==> src/rtl/rr_reg_write_arbiter.sv <==
// rr_reg_write_arbiter
//   Shares one WIDTH-bit register between NREQ write requesters using
//   round-robin arbitration. At most one write lands per clock. A granted
//   requester may lock the register for a burst. The lock is forcibly released
//   after LOCK_MAX locked cycles.
//
//   Optional feature macro: RR_WRITE_ARB_PRIO0_EN
//     When defined, requester 0 has strict priority in IDLE and its grants leave
//     the round-robin pointer unchanged. While LOCKED it waits like the others.
//
// Ports
//   clk          clock; all state updates on posedge
//   rstn         asynchronous active-low reset
//   req          per-requester write request
//   lock         per-requester lock request (meaningful only with req)
//   wdata        packed write data, requester i at [i*WIDTH +: WIDTH]
//   gnt          registered one-hot write acknowledge
//   q            shared register contents
//   q_valid      sticky, set by the first write after reset
//   owner        index of the last writer
//   locked       high while the register is locked
//   lock_timeout one-cycle pulse on a forced lock release
module rr_reg_write_arbiter #(
    parameter int unsigned NREQ     = 4,
    parameter int unsigned WIDTH    = 8,
    parameter int unsigned LOCK_MAX = 16,
    localparam int unsigned OW      = (NREQ > 1) ? $clog2(NREQ) : 1
) (
    input  logic                  clk,
    input  logic                  rstn,
    input  logic [NREQ-1:0]       req,
    input  logic [NREQ-1:0]       lock,
    input  logic [NREQ*WIDTH-1:0] wdata,
    output logic [NREQ-1:0]       gnt,
    output logic [WIDTH-1:0]      q,
    output logic                  q_valid,
    output logic [OW-1:0]         owner,
    output logic                  locked,
    output logic                  lock_timeout
);

    localparam int unsigned CntW = $clog2(LOCK_MAX + 1);

    localparam logic [0:0] StIdle   = 1'b0;
    localparam logic [0:0] StLocked = 1'b1;

    logic [0:0]       state_q, state_d;
    logic [NREQ-1:0]  gnt_q, gnt_d;
    logic [WIDTH-1:0] q_q, q_d;
    logic             valid_q, valid_d;
    logic [OW-1:0]    owner_q, owner_d;
    logic [OW-1:0]    ptr_q, ptr_d;
    logic [CntW-1:0]  cnt_q, cnt_d;
    logic             tmo_q, tmo_d;

    // Round-robin winner, scanning ptr, ptr+1, ... with wrap-around.
    logic [2*NREQ-1:0] req_dbl;
    logic              rr_valid;
    logic [OW-1:0]     rr_idx;

    assign req_dbl = {req, req};

    always_comb begin
        rr_valid = 1'b0;
        rr_idx   = '0;
        for (int k = 0; k < int'(NREQ); k++) begin
            if (!rr_valid && req_dbl[int'(ptr_q) + k]) begin
                rr_valid = 1'b1;
                rr_idx   = OW'((int'(ptr_q) + k) % int'(NREQ));
            end
        end
    end

    logic          win_valid;
    logic [OW-1:0] win_idx;
    logic          prio_hit;

`ifdef RR_WRITE_ARB_PRIO0_EN
    always_comb begin
        prio_hit  = req[0];
        win_valid = req[0] | rr_valid;
        win_idx   = req[0] ? '0 : rr_idx;
    end
`else
    always_comb begin
        prio_hit  = 1'b0;
        win_valid = rr_valid;
        win_idx   = rr_idx;
    end
`endif

    always_comb begin
        state_d = state_q;
        gnt_d   = '0;
        q_d     = q_q;
        valid_d = valid_q;
        owner_d = owner_q;
        ptr_d   = ptr_q;
        cnt_d   = cnt_q;
        tmo_d   = 1'b0;

        if (state_q == StIdle) begin
            if (win_valid) begin
                q_d            = wdata[int'(win_idx)*WIDTH +: WIDTH];
                owner_d        = win_idx;
                valid_d        = 1'b1;
                gnt_d[win_idx] = 1'b1;
                // Priority-0 grants do not advance the round-robin pointer.
                if (!prio_hit) begin
                    ptr_d = (win_idx == OW'(NREQ - 1)) ? '0 : win_idx + OW'(1);
                end
                if (lock[win_idx]) begin
                    state_d = StLocked;
                    cnt_d   = CntW'(1);
                end
            end
        end else begin
            // Only the lock owner is served; the owner's write is honoured even
            // on the releasing edge.
            if (req[owner_q]) begin
                q_d            = wdata[int'(owner_q)*WIDTH +: WIDTH];
                gnt_d[owner_q] = 1'b1;
            end
            if (!lock[owner_q]) begin
                state_d = StIdle;
                cnt_d   = '0;
            end else if (cnt_q == CntW'(LOCK_MAX)) begin
                state_d = StIdle;
                cnt_d   = '0;
                tmo_d   = 1'b1;
            end else begin
                cnt_d = cnt_q + CntW'(1);
            end
        end
    end

    always_ff @(posedge clk or negedge rstn) begin
        if (!rstn) begin
            state_q <= StIdle;
            gnt_q   <= '0;
            q_q     <= '0;
            valid_q <= 1'b0;
            owner_q <= '0;
            ptr_q   <= '0;
            cnt_q   <= '0;
            tmo_q   <= 1'b0;
        end else begin
            state_q <= state_d;
            gnt_q   <= gnt_d;
            q_q     <= q_d;
            valid_q <= valid_d;
            owner_q <= owner_d;
            ptr_q   <= ptr_d;
            cnt_q   <= cnt_d;
            tmo_q   <= tmo_d;
        end
    end

    assign gnt          = gnt_q;
    assign q            = q_q;
    assign q_valid      = valid_q;
    assign owner        = owner_q;
    assign locked       = (state_q == StLocked);
    assign lock_timeout = tmo_q;

endmodule

==> config.mk <==
export PLATFORM = sky130hd
export DESIGN_NAME = rr_reg_write_arbiter
export DESIGN_NICKNAME = d
export VERILOG_FILES = /design/src/rtl/rr_reg_write_arbiter.sv
export SDC_FILE = /design/constraint.sdc
export NUM_CORES = 1
export LEC_CHECK = 0
export CAP_MARGIN = 30
export CORE_UTILIZATION = 46
export CTS_BUF_LIST = sky130_fd_sc_hd__clkbuf_16
export DETAILED_ROUTE_END_ITERATION = 8
export MAX_ROUTING_LAYER = met4
export PLACE_DENSITY = 0.84
export SLEW_MARGIN = 15
export SYNTH_ARGS = -nofsm -noshare
export SYNTH_HDL_FRONTEND = slang
export SYNTH_SLANG_ARGS = --single-unit
==> constraint.sdc <==
create_clock -name clk -period 2.1 [get_ports clk]
set_clock_uncertainty 0.05 [all_clocks]
set_input_delay 0.42 -clock clk [delete_from_list [all_inputs] [get_ports clk]]
set_output_delay 0.42 -clock clk [all_outputs]
set_load 0.03 [all_outputs]
==> metrics.txt, run 1 <==
result of the run complete, no violations; clock-pin slew on the worst setup and hold paths 60 ps; met1 capacity usage during global routing 35.66%; clock tree from TritonCTS yes; Initial Util 50.25%; final cycle utilization of the critical path 96.82%; Iteration-0 DRC Markers 237; GRT Util Overall 28.33%; gate family responsible for the most delay along the worst path buffers and inverters; peak fanout along the critical path 9; max incr delay on CP 740 ps; Slew headroom 67.25%; maximum buffer depth of the clock tree 2; launch point of the worst reg-to-reg path ptr_q[1]$_DFFE_PN0P_; Top FF cell, synth dfrtp_1; post-synthesis mux area share 5.169%; RSZ-0062 raised after global routing no; Num Clock Sinks 24; Worst setup EP type output port; FFs w/ async S/R, synth 100.0%; count of antenna diodes in the layout 0; fraction of the mapped netlist area in simple logic gates 23.91%; via count 1,945; drt via density 5.912; net count after synthesis 252; Syn Area/Cell 8.544 um^2; RD Place Congestion 0.8674; Clk Latency, worst-skew pair 260 ps; XOR/XNOR share of the synthesized area 0.5025%; sequential element share of the synthesized area 34.46%; reported leakage power 1.144 nW; largest net degree at the start of global routing 25; Crit path buffers/inverters 1; signed area change from the synthesized netlist to the final layout 53.05%; met2 track demand over resource in global routing 46.14%; Syn Std Cell Area 0.001743 mm^2; class of the most critical hold timing path reg -> reg; placed wire-length estimate 3996 um; achievable frequency 0.4918 GHz; post-synthesis share of cell area spent on full adders, half adders and majority gates 4.307%; synthesized netlist cell count 204; wire length of the first global-routing pass 8763 um; antenna violations before repair 0; Ports 59; flops & latches, synth 24; count of distinct cell types in the synthesized netlist 52; DP Area 0.002530 mm^2; worst-path cell chain clkdlybuf4s50_1; Vert. Die Dim 63.56 um; share of the synthesized area in compound gates (AO/OA/AOI/OAI) 27.28%; level count of the clock H-tree 1; fraction of final layout cells with drive strength greater than 1 18.37%; per-cell routed wire length 16.45 um; met3 Resource Use GR 4.529%; critical path's slowest cell clkdlybuf4s50_1; Data required, critical path 1630 ps; DRT antenna net count 0; Critical path origin locked$_DFF_PN0_; main combinational cell family by area after synthesis compound AO/OA/AOI/OAI gates; Port Buf Inserts 58; most used routing layer met2; Min Hold Slack 423.3 ps; buffer type at the clock tree root clkbuf_16; Setup violations, final 0; startpoint types register; number of iterations in the first detailed-routing pass 8; number of core rows 21; final standard cell area without fillers 0.002668 mm^2; Power per Cell Area 1465 mW/mm^2; die footprint 0.004039 mm^2; total CTS buffers 3; worst IR drop on VDD 1.167 mV; floorplan die width 63.56 um; final count of pins violating max slew 0; core region area 0.003468 mm^2; number of failing hold endpoints at the final stage 0; vias in the first global route 1,902; Tightest Pin Transition 490.8 ps; number of flops mapped to enable cells by yosys 0; count of nets after finishing 332; wirelength, routed 5412 um; overall overflow remaining after global route 0; DRC violation count after routing 0; startpoint of the most critical hold path q[5]$_DFFE_PN0P_; data arrival time of the worst path 1560 ps; total number of yosys warnings 0; post-layout min period 2033 ps; number of violations of the max-capacitance limit 0; category of the most critical setup path reg -> out
[cell usage in the layout, fill, tap and decap left out, types with 2 or more instances in the layout]
| cell type | Yosys | routed |
|---|---|---|
| clkdlybuf4s50_1 | 0 | 54 |
| buf_4 | 0 | 26 |
| nand2_1 | 25 | 25 |
| dfrtp_1 | 24 | 24 |
| nor2_1 | 23 | 22 |
| o21ai_0 | 15 | 15 |
| nand3_1 | 10 | 10 |
| o211ai_1 | 8 | 8 |
| inv_1 | 7 | 7 |
| a22oi_1 | 7 | 7 |
| o221ai_1 | 7 | 7 |
| a21oi_1 | 6 | 6 |
| ha_1 | 6 | 6 |
| nand2b_1 | 5 | 5 |
| o21ai_1 | 4 | 4 |
| inv_2 | 3 | 3 |
| clkbuf_16 | 0 | 3 |
| dlygate4sd2_1 | 0 | 3 |
| and2_4 | 2 | 2 |
| mux2i_1 | 3 | 2 |
| nor2_2 | 1 | 2 |
| a21oi_2 | 2 | 2 |
| nor2b_1 | 2 | 2 |
| or4_1 | 2 | 2 |
| and4_1 | 2 | 2 |
| a32o_1 | 2 | 2 |
| mux4_2 | 1 | 2 |
| a21o_1 | 3 | 2 |
[where the power goes]
group	total, mW	switching, mW	internal (mW)
clock	0.540	0.162	0.379
sequential	0.817	0.164	0.653
combinational	2.55	1.44	1.11
total	3.91	1.77	2.14
[path summary, 6_finish.rpt]
kind                                             end  slack, ps  cells after the start
worst max-delay path                          locked         70                      1
worst min-delay path                q[5]$_DFFE_PN0P_        420                      2
worst max register to register      q[3]$_DFFE_PN0P_        140                      7
worst min register to register      q[5]$_DFFE_PN0P_        420                      2
max in group asynchronous           q[3]$_DFFE_PN0P_       1270                      2
min in group asynchronous       cnt_q[4]$_DFFE_PN0P_        480                      2
[worst reg2reg max path, delay by kind of cell (launching register included)]
family          cells  cell delay (ps)
compound gates      3              550
simple gates        3              630
buf+inv             1              170
flops               1              440
[Yosys cell counts, drive strengths merged (2+ instances only)]
library cell | number | area share (%)
a21o | 3 | 1.3
a21oi | 8 | 2.7
a22oi | 7 | 3.0
a32o | 2 | 1.1
and2 | 2 | 1.0
and4 | 2 | 1.0
buf | 5 | 1.4
clkbuf | 4 | 0.86
dfrtp | 24 | 34
ha | 6 | 4.3
inv | 10 | 2.2
mux2i | 3 | 1.7
mux4 | 2 | 2.8
nand2 | 27 | 6.4
nand2b | 5 | 1.8
nand3 | 10 | 2.9
nor2 | 25 | 6.0
nor2b | 2 | 0.72
nor3 | 2 | 1.2
o211ai | 8 | 3.4
o21ai | 19 | 5.5
o221ai | 7 | 3.5
or4 | 2 | 0.86
[routing by layer]
metal / part of all wire [%] / vias to the layer above / wire length, um
met5: 0 / - / 0
met4: 2.5 / 0 / 136
met3: 6.8 / 17 / 368
met2: 49 / 102 / 2672
met1: 41 / 913 / 2234
li1: - / 913 / -
[logic make-up after synthesis]
family          count (synthesis)
fa+ha+maj                       6
buf+inv                        19
compound gates                 66
xor+xnor                        1
simple gates                   82
mux                             6
flops                          24
[layout make-up]
cell class                 count  area [um^2]
clock buffer                   3        75.07
fill                         261        800.8
clock inverter                 1        30.03
multi-input combinational    161         1092
tap                           46        57.56
inverter                      10        37.54
timing repair buffer          84        774.5
sequential                    24        600.6
[sequential cells by signal, indices dropped and copies added, names as in the netlist]
signal / flops
q: 8
cnt_q: 5
gnt: 4
owner: 2
ptr_q: 2
lock_timeout: 1
locked: 1
q_valid: 1
[stage by stage]
step                      std cells  setup WS (ps)  utilization, %  total power, mW  setup TNS, ps
final                           329          66.84           76.91            3.909              0
after global routing            329          35.10           76.91            4.148              0
after CTS                       328          2.396           76.19            3.829              0
after detailed placement        324         -362.2           72.94            3.244          -4902
after global placement          324         -296.4           72.94            3.194          -4047
after floorplan                 204          124.6               -            2.325              0
[repair_timing]
item / 4_1_cts / 5_1_grt
buffers inserted: 0 / 1
pin swaps: 3 / 2
setup endpoints to repair: 15 / 13
gates resized for setup: 5 / 5
hold buffers: 0 / 0
No activity file was read; power rests on OpenSTA's default activity.
==> run 2, diff against run 1 <==
--- a/config.mk
+++ b/config.mk
@@ -5,8 +5,9 @@
 export SDC_FILE = /design/constraint.sdc
 export NUM_CORES = 1
 export LEC_CHECK = 0
+export ABC_AREA = 1
 export CAP_MARGIN = 30
-export CORE_UTILIZATION = 46
+export CORE_UTILIZATION = 49
 export CTS_BUF_LIST = sky130_fd_sc_hd__clkbuf_16
 export DETAILED_ROUTE_END_ITERATION = 8
 export MAX_ROUTING_LAYER = met4
==> metrics.txt, run 2 <==
fraction of final layout cells with drive strength greater than 1 29.85%; Iteration-0 DRC Markers 214; total number of yosys warnings 0; highest-count cells in the layout ignoring fill and taps nand2_1 (74), clkdlybuf4s50_1 (54), inv_1 (47), nand3_1 (38), nand3_2 (31); Port Buf Inserts 58; wire length of the first global-routing pass 9446 um; end point of the worst hold path q_valid$_DFFE_PN0P_; most common cell after layout, fill and taps aside nand2_1; overall overflow remaining after global route 0; top cells by area in the synthesized netlist dfrtp_1 (28%), nand2_1 (16%), nand3_1 (13%), inv_1 (9.5%), nand3_2 (8.4%); RD Place Congestion 0.9079; synthesized netlist cell count 313; signed area change from the synthesized netlist to the final layout 53.11%; Crit path buffers/inverters 1; number of stages on the worst hold path 1; XOR/XNOR share of the synthesized area 0.8206%; antenna violations before repair 0; Largest register FFs 8; floorplan die width 68 um; buffer type at the clock tree root clkbuf_16; number of failing hold endpoints at the final stage 0; final design utilization 79.98%; count of nets after finishing 441; Worst setup EP type register; flops & latches, synth 24; count of antenna diodes in the layout 0; Register-to-Register Path Depth 15; via count 2,534; DRT antenna net count 0; wirelength, routed 7022 um; main combinational cell family by area after synthesis simple AND/OR/NAND/NOR gates; library cell with the largest summed area after synthesis dfrtp_1; Data required, critical path 2200 ps; placed wire-length estimate 4367 um; data arrival time of the worst path 2280 ps; vias in the first global route 2,163; Initial Util 52.24%; critical path's slowest cell dfrtp_2; DRC violation count after routing 0; Fillers 256; worst-path cell chain buf_12, nand2_8, nand2_8, nand2_4, nand2_4, nor2_8, nand3_1, nand3_1, nand2_2, nand2_1, nand2_4, nand3_1, nand2_1, nand2_1, nand2_1; startpoint of the most critical hold path q_valid$_DFFE_PN0P_; Num Clock Sinks 24; Worst R2R Setup Slack -80 ps; final cycle utilization of the critical path 103.8%; category of the most critical setup path reg -> reg; Vert. Die Dim 68 um; largest net degree at the start of global routing 25; result of the run finished with violations; RSZ-0062 raised after global routing yes; Clk Latency, worst-skew pair 260 ps; GRT Util Overall 27.66%; Top FF cell, synth dfrtp_1; post-layout min period 2180 ps; FFs w/ async S/R, synth 100.0%; achievable frequency 0.4588 GHz; maximum buffer depth of the clock tree 2; Post-synth top cells nand2_1 (91), inv_1 (54), nand3_1 (54), dfrtp_1 (24), nand3_2 (18); violations in the final reports negative setup slack; clock tree from TritonCTS yes; post-synthesis share of cell area spent on full adders, half adders and majority gates 3.517%; share of the synthesized area in compound gates (AO/OA/AOI/OAI) 3.576%; number of violations of the max-capacitance limit 0; die footprint 0.004624 mm^2; class of the most critical hold timing path reg -> reg; CTS Hold Buffers Added 0; per-cell routed wire length 15.89 um; post-synthesis mux area share 0%; Ports 59; level count of the clock H-tree 1; clock-pin slew on the worst setup and hold paths 70 ps; launch point of the worst reg-to-reg path ptr_q[0]$_DFFE_PN0P_; gate family responsible for the most delay along the worst path simple AND/OR/NAND/NOR gates; startpoint types register; sequential element share of the synthesized area 28.14%; max incr delay on CP 460 ps; cell with the most instances after synthesis nand2_1; peak fanout along the critical path 8; drt via density 5.733; Setup WS post-layout -79.76 ps; Syn Std Cell Area 0.002135 mm^2; final count of pins violating max slew 0; number of iterations in the first detailed-routing pass 6; Syn Area/Cell 6.820 um^2; Setup violations, final 13; count of distinct cell types in the synthesized netlist 30; core region area 0.004086 mm^2; cell seen most often among critical-path stages nand2_1; Slew headroom 42.60%; fraction of the mapped netlist area in simple logic gates 49.82%; Tightest Pin Transition 860.1 ps; number of core rows 23; portion of synthesized cell area occupied by the leading cell type 28.14%; net count after synthesis 361; total CTS buffers 3; number of flops mapped to enable cells by yosys 0; Critical R2R Capture q[5]$_DFFE_PN0P_
[run 2: changes by cell type after synthesis, sizes merged, moves of 7 or more]
cell / change
nand2: +78
nand3: +64
inv: +51
nor2: -11
o21ai: -11
a21oi: -8
o211ai: -8
a22oi: -7
o221ai: -7
[run 2: layer usage]
layer | vias up | GRT usage [%] | share of wire [%]
met5 | - | - | 0
met1 | 1186 | 33.43 | 38
met3 | 30 | 3.500 | 8.1
met2 | 175 | 47.06 | 51
met4 | 0 | 9.375 | 3.0
li1 | 1143 | - | -
[run 2: how the worst max path moves through the flow]
stage / slack [ps] / start / depth (start not counted) / endpoint
6_report: -80 / ptr_q[0]$_DFFE_PN0P_ / 15 / q[5]$_DFFE_PN0P_
3_5_place_dp: -390 / req[3] / 16 / q[1]$_DFFE_PN0P_
2_1_floorplan: 280 / ptr_q[0]$_DFFE_PN0P_ / 13 / ptr_q[1]$_DFFE_PN0P_
5_1_grt: -180 / ptr_q[0]$_DFFE_PN0P_ / 15 / q[5]$_DFFE_PN0P_
4_1_cts: 30 / ptr_q[0]$_DFFE_PN0P_ / 13 / gnt[0]$_DFF_PN0_
3_3_place_gp: -310 / req[3] / 16 / q[4]$_DFFE_PN0P_
[run 2: final cells by class]
type	instances	area (um^2)	share of cell area (%)
flip-flops and latches	24	603.1	18.45
clock buffers	3	75.07	2.297
repair buffers	81	777.0	23.77
multi-input cells	222	1510	46.21
well taps	50	62.56	1.914
clock inverters	1	3.754	0.1149
inverters	61	236.5	7.236
[run 2: cells by family (layout without fill, tap and decap cells)]
| family | Yosys count | after routing |
|---|---|---|
| AOI/OAI and AO/OA | 13 | 13 |
| xor gates and xnor gates | 2 | 2 |
| adders and majority gates | 6 | 6 |
| buffers and inverters | 69 | 146 |
| DFF | 24 | 24 |
| and+or+nand+nor | 199 | 201 |
[run 2: what timing repair did]
item,4_1_cts,5_1_grt
gates resized for setup,15,60
gates cloned,1,1
endpoints found under the setup margin,16,19
buffers inserted,2,6
pin swaps,3,26
[run 2: through the flow]
stage | instances | setup TNS (ps) | setup WS (ps) | hold slack [ps] | instance area (um^2)
2_1_floorplan | 313 | 0 | 277.5 | 74.41 | 2135
3_3_place_gp | 428 | -5214 | -309.1 | 406.0 | 2820
3_5_place_dp | 428 | -6133 | -389.0 | 412.4 | 2820
4_1_cts | 435 | 0 | 32.43 | 426.4 | 2953
5_1_grt | 442 | -1899 | -183.8 | 450.6 | 3268
6_report | 442 | -376.5 | -79.76 | 419.9 | 3268
Power of run 2 is not shown: default switching activity piles up to over one toggle a cycle in this logic, so the estimate is an artifact.
==> run 3, diff against run 2 <==
--- a/config.mk
+++ b/config.mk
@@ -7,6 +7,7 @@
 export LEC_CHECK = 0
 export ABC_AREA = 1
 export CAP_MARGIN = 30
+export CORE_MARGIN = 2
 export CORE_UTILIZATION = 49
 export CTS_BUF_LIST = sky130_fd_sc_hd__clkbuf_16
 export DETAILED_ROUTE_END_ITERATION = 8
==> metrics.txt, run 3 (same netlist as run 2, synthesis figures left out) <==
placed wire-length estimate 4202 um; die footprint 0.004900 mm^2; startpoint types register; RD Place Congestion 0.9470; Largest register FFs 8; drt via density 5.384; Ports 59; Sequential cell area 601.8 um^2; overall overflow remaining after global route 0; reported leakage power 1.705 nW; number of violations of the max-capacitance limit 0; area of combinational cells with multiple inputs 0.001376 mm^2; floorplan die width 70 um; Setup violations, final 0; Critical R2R Capture cnt_q[0]$_DFFE_PN0P_; core region area 0.004264 mm^2; class of the most critical hold timing path reg -> reg; number of stages on the worst hold path 1; fraction of final layout cells with drive strength greater than 1 26.46%; DRC violation count after routing 0; peak fanout along the critical path 5; clock tree from TritonCTS yes; number of iterations in the first detailed-routing pass 6; Iteration-0 DRC Markers 204; wire length of the first global-routing pass 9591 um; Register-to-Register Path Depth 14; Vert. Die Dim 70 um; Setup WS post-layout 18.36 ps; Port Buf Inserts 58; worst slack at placement -304.3 ps; count of antenna diodes in the layout 0; level count of the clock H-tree 1; DRT antenna net count 0; maximum buffer depth of the clock tree 2; Slew headroom 49.90%; achievable frequency 0.4804 GHz; data arrival time of the worst path 2190 ps; Worst R2R Setup Slack 20 ps; Num Clock Sinks 24; Data required, critical path 2210 ps; worst IR drop on VDD 1.091 mV; met2 track demand over resource in global routing 40.11%; Worst setup EP type register; GRT Util Overall 24.63%; buffer type at the clock tree root clkbuf_16; met3 Resource Use GR 3.896%; largest net degree at the start of global routing 25; result of the run complete, no violations; most common cell after layout, fill and taps aside nand2_1; antenna violations before repair 0; Final Power 6.210 mW; final cycle utilization of the critical path 99.13%; clock-pin slew on the worst setup and hold paths 70 ps; RSZ-0062 raised after global routing yes; final standard cell area without fillers 0.003163 mm^2; signed area change from the synthesized netlist to the final layout 48.18%; final count of pins violating max slew 0; Fillers 308; met1 capacity usage during global routing 31.06%; via count 2,396; most used routing layer met2; number of core rows 24; Clk Latency, worst-skew pair 260 ps; Power per Cell Area 1963 mW/mm^2; vias in the first global route 2,191; category of the most critical setup path reg -> reg; startpoint of the most critical hold path q_valid$_DFFE_PN0P_; number of failing hold endpoints at the final stage 0; highest-count cells in the layout ignoring fill and taps nand2_1 (80), clkdlybuf4s50_1 (54), inv_1 (47), nand3_1 (44), nand3_2 (26); Tightest Pin Transition 750.7 ps; count of nets after finishing 442; end point of the worst hold path q_valid$_DFFE_PN0P_; wirelength, routed 6449 um; total CTS buffers 3; DP Area 0.002845 mm^2; launch point of the worst reg-to-reg path ptr_q[0]$_DFFE_PN0P_; post-layout min period 2082 ps; per-cell routed wire length 14.49 um; Initial Util 50.06%; final design utilization 74.18%
## run 3: cell count changes in the layout (fill, tap and decap cells not counted), moves of 3 or more
cell,change
nand3_1,+6
nand2_8,-3
nand2_1,+6
dlygate4sd2_1,-4
nand2_4,-5
dlymetal6s2s_1,+4
nand3_2,-5
## run 3: stage by stage
step | hold slack (ps) | setup TNS [ps] | instances
after floorplan | 74.41 | 0 | 313
after global placement | 403.5 | -3977 | 433
after detailed placement | 408.5 | -5277 | 433
after CTS | 422.5 | -15.46 | 437
after global routing | 442.3 | -1036 | 445
final | 415.9 | 0 | 445
## run 3: critical path, stage by stage, from the launching register on
cell and delay, ps:
dfrtp_1 430, buf_4 190, nand2_2 80, nand3_2 100, nand2_2 80, nand2_2 90, nand2_1 80, nand2_2 120
buf_4 140, nand4_1 120, buf_4 170, nand3_1 80, nand3_1 70, nand3_1 120, nand2_1 50
## run 3: where the power goes
group	switching, mW	leakage (nW)	internal, mW
Sequential	0.167	0.299	0.668
Combinational	3.01	1.35	1.80
Clock	0.178	0.0511	0.380
Total	3.36	1.71	2.85
## run 3: area by class of cell
cell class | count | area share, %
multi-input cells | 222 | 43.51
repair buffers | 82 | 24.60
flip-flops and latches | 24 | 19.03
inverters | 61 | 7.476
clock buffers | 3 | 2.373
well taps | 52 | 2.057
clock inverters | 1 | 0.9494
## run 3: worst max path at each step
| stage | startpoint | endpoint | slack (ps) | depth (start not counted) |
|---|---|---|---|---|
| after detailed placement | req[2] | gnt[1]$_DFF_PN0_ | -300 | 13 |
| final | ptr_q[0]$_DFFE_PN0P_ | cnt_q[0]$_DFFE_PN0P_ | 20 | 14 |
| after CTS | req[2] | ptr_q[1]$_DFFE_PN0P_ | -20 | 13 |
| after global routing | ptr_q[0]$_DFFE_PN0P_ | cnt_q[0]$_DFFE_PN0P_ | -100 | 14 |
| after global placement | req[2] | cnt_q[3]$_DFFE_PN0P_ | -220 | 15 |
| after floorplan | ptr_q[0]$_DFFE_PN0P_ | ptr_q[1]$_DFFE_PN0P_ | 280 | 13 |
## run 3: what timing repair did
action	4_1_cts	5_1_grt
hold endpoints to repair	0	0
hold buffers	0	0
buffers inserted	0	5
gates cloned	0	3
setup endpoints to repair	9	19
pin swaps	1	16
gates resized for setup	1	45
## run 3: routing by layer
layer	part of all wire (%)	wire (um)
met1	42	2703
met2	48	3106
met3	7.1	461
met4	2.8	178
met5	0	0
